===== config.mk =====
export PLATFORM = sky130hd
export DESIGN_NAME = oser4_stream
export DESIGN_NICKNAME = d
export VERILOG_FILES = /design/src/rtl/oser4_stream.sv
export SDC_FILE = /design/constraint.sdc
export NUM_CORES = 1
export LEC_CHECK = 0
export BUFFER_PORTS_ARGS = -buffer_cell sky130_fd_sc_hd__buf_2
export CORE_AREA = 4 4 41 43
export DETAILED_ROUTE_END_ITERATION = 16
export DIE_AREA = 0 0 45 47
export PLACE_DENSITY_LB_ADDON = 0.2
export SLEW_MARGIN = 25
export SYNTH_ARGS = -nofsm -noshare
export SYNTH_HDL_FRONTEND = slang
export SYNTH_SLANG_ARGS = --single-unit

===== constraint.sdc =====
create_clock -name CLK -period 2.17 [get_ports CLK]
set_clock_uncertainty 0.1 [all_clocks]
set_input_delay 0.217 -clock CLK [delete_from_list [all_inputs] [get_ports CLK]]
set_output_delay 0.217 -clock CLK [all_outputs]
set_load 0.02 [all_outputs]

===== src/rtl/oser4_stream.sv =====
// oser4_stream: 4-to-1 streaming serializer with a ready/valid load port.
// A word is taken when CE, LOAD_VALID and LOAD_READY are all high. Its four
// bits then leave on Q over four CE-qualified cycles, and Q_FIRST marks the
// first bit. A new word can be loaded on the edge that ends the last bit, so
// consecutive words stream with no gap in Q_VALID.
//
// state | meaning
// IDLE  | no word in flight; Q holds INIT; ready for a word
// SHIFT | Q carries bit cnt_q of the current word; ready only at cnt_q == 3
module oser4_stream #(
  parameter logic INIT      = 1'b0,
  parameter logic LSB_FIRST = 1'b1
) (
  input  logic       CLK,
  input  logic       RESET,
  input  logic       CE,
  input  logic       LOAD_VALID,
  output logic       LOAD_READY,
  input  logic [3:0] D,
  output logic       Q,
  output logic       Q_VALID,
  output logic       Q_FIRST
);

  typedef enum logic {
    IDLE  = 1'b0,
    SHIFT = 1'b1
  } state_t;

  // Declaration initialisers give the power-up state for runs without reset.
  state_t     state_q = IDLE;
  logic [3:0] sr_q    = 4'b0000;
  logic [1:0] cnt_q   = 2'd0;
  logic       q_q     = INIT;
  logic       qv_q    = 1'b0;
  logic       qf_q    = 1'b0;

  logic [3:0] load_word_d;
  logic       load_accept_d;

  // Reorder the incoming word so that bit 0 is always the first bit sent.
  always_comb begin
    load_word_d = LSB_FIRST ? D : {D[0], D[1], D[2], D[3]};
  end

  // Ready comes only from registered state; acceptance also needs CE.
  always_comb begin
    LOAD_READY    = (state_q == IDLE) || (cnt_q == 2'd3);
    load_accept_d = CE && LOAD_VALID && LOAD_READY;
  end

  // Serializer FSM; reset overrides CE and any word offered on the same edge.
  always_ff @(posedge CLK) begin
    if (RESET) begin
      state_q <= IDLE;
      cnt_q   <= 2'd0;
      sr_q    <= 4'b0000;
      q_q     <= INIT;
      qv_q    <= 1'b0;
      qf_q    <= 1'b0;
    end else if (CE) begin
      if (load_accept_d) begin
        // The first bit goes straight to Q. The other three wait in sr_q,
        // with the next bit to send at position 0.
        state_q <= SHIFT;
        cnt_q   <= 2'd0;
        q_q     <= load_word_d[0];
        sr_q    <= {1'b0, load_word_d[3:1]};
        qv_q    <= 1'b1;
        qf_q    <= 1'b1;
      end else if (state_q == SHIFT) begin
        if (cnt_q == 2'd3) begin
          state_q <= IDLE;
          cnt_q   <= 2'd0;
          sr_q    <= 4'b0000;
          q_q     <= INIT;
          qv_q    <= 1'b0;
          qf_q    <= 1'b0;
        end else begin
          cnt_q <= cnt_q + 2'd1;
          q_q   <= sr_q[0];
          sr_q  <= {1'b0, sr_q[3:1]};
          qf_q  <= 1'b0;
        end
      end
    end
  end

  assign Q       = q_q;
  assign Q_VALID = qv_q;
  assign Q_FIRST = qf_q;

endmodule


==> impl_metrics.env <==
export IMPL_status="finished clean"
export IMPL_yosysTopAreaCell="dfxtp_1"
export IMPL_route_met2_wl_um=340
export IMPL_layout_setup_ws_ns=0.649
export IMPL_root_buffer="clkbuf_4"
export IMPL_nNetsFinal=66
export IMPL_dr_max_layer_used="met3"
export IMPL_final_common_cell="buf_2"
export IMPL_r2r_setup_slack_ns=0.86
export IMPL_grt_max_degree=11
export IMPL_ys_ff_latch=9
export IMPL_wl_met1_um=415
export IMPL_synth_seq_area_share_pct=42.2
export IMPL_power_leakage_nw=0.192
export IMPL_drt_iter0_drc=6
export IMPL_multi_input_area_um2=213
export IMPL_vias=358
export IMPL_final_hold_violation_count=0
export IMPL_viasPerCell=5.04
export IMPL_tightest_slew_ns=0.266
export IMPL_rows=13
export IMPL_drt_total_wl_um=826
export IMPL_clk_pin_slew_ns=0.06
export IMPL_pre_cts_ws_ns=0.867
export IMPL_cts_made_buffers=3
export IMPL_r2r_cells=4
export IMPL_holdCritPathClass="input port to register"
export IMPL_vdd_drop_max_mv=0.408
export IMPL_cp_start_kind="register"
export IMPL_grt_setup_unrepaired="false"
export IMPL_ctsHoldBuffers=0
export IMPL_hpwl_um=589
export IMPL_cts_setup_buffers=0
export IMPL_coreArea_mm2=0.00130
export IMPL_drive_above_1_share_pct=30.4
export IMPL_startpoint="cnt_q[0]"
export IMPL_grt_overflow_total=0
export IMPL_worstPathArrival_ns=1.20
export IMPL_netlist_top_cells_area="dfxtp_1, o2bb2ai_1, a21oi_1"
export IMPL_synth_top_area_share_pct=42.2
export IMPL_ant_nets=0
export IMPL_p_int_w=0.000266
export IMPL_p_sw_w=0.0000916
export IMPL_start_util_pct=32.8
export IMPL_synth_nets=53
export IMPL_routedWlPerCell_um=11.6
export IMPL_fillers=139
export IMPL_synthCells=44
export IMPL_combPwrFrac_pct=13.9
export IMPL_cts_max_path_buffers=2
export IMPL_clock_power_share_pct=35.4
export IMPL_fmax_mhz=658
export IMPL_port_buffers=11
export IMPL_rr_startpoint="cnt_q[0]"
export IMPL_synth_avg_cell_area_um2=9.70
export IMPL_maxCapViolations=0
export IMPL_grt_use_total_pct=8.40
export IMPL_crit_type="register to primary output"
export IMPL_fin_crit_ns=1.52
export IMPL_slew_headroom_pct=82.3
export IMPL_syn_area_um2=427
export IMPL_design_portCount=12
export IMPL_p_sw_share_pct=25.6
export IMPL_critPathCaptureType="primary output"
export IMPL_finalPower_w=0.000358
export IMPL_ff_latch_area_um2=180
export IMPL_drc=0
export IMPL_r2r_end="sr_q[1]"
export IMPL_path_max_fanout=6
export IMPL_ctsResizeCount=0
export IMPL_synth_warnings=0
export IMPL_pwr_share_seq_pct=50.7
export IMPL_grt_pass1_wl_mm=1.23
export IMPL_post_route_util_pct=38.2
export IMPL_chipHeight_um=47
export IMPL_clk_latency_ns=0.26
export IMPL_first_pass_iters=4
export IMPL_synth_distinct_cells=20
export IMPL_gp_congestion=0.708
export IMPL_cts_tree="yes"
export IMPL_antenna_found_initial=0
export IMPL_diodes=0
export IMPL_finalSetupViolCount=0
export IMPL_mostFrequentLayoutCells="buf_2, dfxtp_1, nand2_1, a21oi_1"
export IMPL_dieArea_mm2=0.00212
export IMPL_area_growth_pct=16.4
export IMPL_crit_required_ns=1.85
export IMPL_htreeDepth=1
export IMPL_clock_sinks=9
export IMPL_dieWidth_um=45
export IMPL_drv_slew=0
export IMPL_finalSetupTns_ns=0
export IMPL_wl_met3_um=70
export IMPL_period_share_pct=70.1
export IMPL_placed_cells=67
export IMPL_power_density_mw_per_mm2=721
export IMPL_endpoint="LOAD_READY"
export IMPL_final_cells=71
export IMPL_grt_pass1_vias=284
flip-flops by register name (all words and copies together) (netlist names):
register	count
Q_VALID	1
cnt_q	2
state_q	1
Q	1
sr_q	3
Q_FIRST	1
routing by layer:
layer | vias up | global-route usage (%)
li1 | 188 | -
met1 | 159 | 11.2
met2 | 11 | 10.2
met3 | 0 | 6.90
met4 | 0 | 1.75
met5 | - | 0
power by group through the flow:
stage / logic [W] / registers [W] / clock network [W]
floorplan: 0.0000345 / 0.000189 / 0
global placement: 0.0000510 / 0.000185 / 0
detailed placement: 0.0000504 / 0.000185 / 0
CTS: 0.0000504 / 0.000181 / 0.000134
global route: 0.0000541 / 0.000183 / 0.000150
finish: 0.0000498 / 0.000181 / 0.000127
cell usage after synthesis:
cell type  count
nor2_1         2
nor3b_4        1
o2bb2ai_1      3
ha_1           1
and3b_2        1
nand2_1        6
a22oi_1        3
nand3_1        1
o22ai_1        1
a21oi_1        5
buf_6          2
inv_1          1
buf_4          1
mux2i_1        1
nand2b_1       1
o221a_1        1
a211oi_1       1
o21ai_2        1
dfxtp_1        9
nand4_1        2
worst min-delay path by stage:
| stage | startpoint | to | slack [ns] | cells past startpoint |
|---|---|---|---|---|
| 3_3_place_gp | D[1] | sr_q[0] | 0.33 | 2 |
| 4_1_cts | D[0] | Q | 0.05 | 2 |
| 6_report | D[0] | Q | 0.06 | 2 |
| 5_1_grt | D[2] | sr_q[1] | 0.06 | 2 |
| 3_5_place_dp | D[0] | Q | 0.33 | 2 |
| 2_1_floorplan | D[0] | Q | 0.23 | 1 |
metrics by stage:
| step | hold slack [ns] | area [µm²] |
|---|---|---|
| after detailed placement | 0.329 | 470 |
| after CTS | 0.0545 | 497 |
| after global routing | 0.0565 | 497 |
| after global placement | 0.327 | 470 |
| final | 0.0623 | 497 |
| after floorplan | 0.234 | 427 |
worst max-delay path, stage by stage, from the launching register on:
cell and delay, ns:
dfxtp_1 0.32, ha_1 0.26, nand2b_1 0.19, buf_2 0.18
final cells by class:
cell class                 instances  share of cell area [%]
multi-input combinational         31                    42.8
sequential                         9                    36.3
timing repair buffer              11                    11.1
clock buffer                       4                    5.29
tap                               15                    3.78
inverter                           1                   0.756
cell families after synthesis:
group	share of synthesized area (%)
fa+ha+maj	2.93
buf+inv	7.92
flops	42.2
simple gates	19.4
compound gates	25.2
mux	2.35
(Power assumes the default switching activity.)
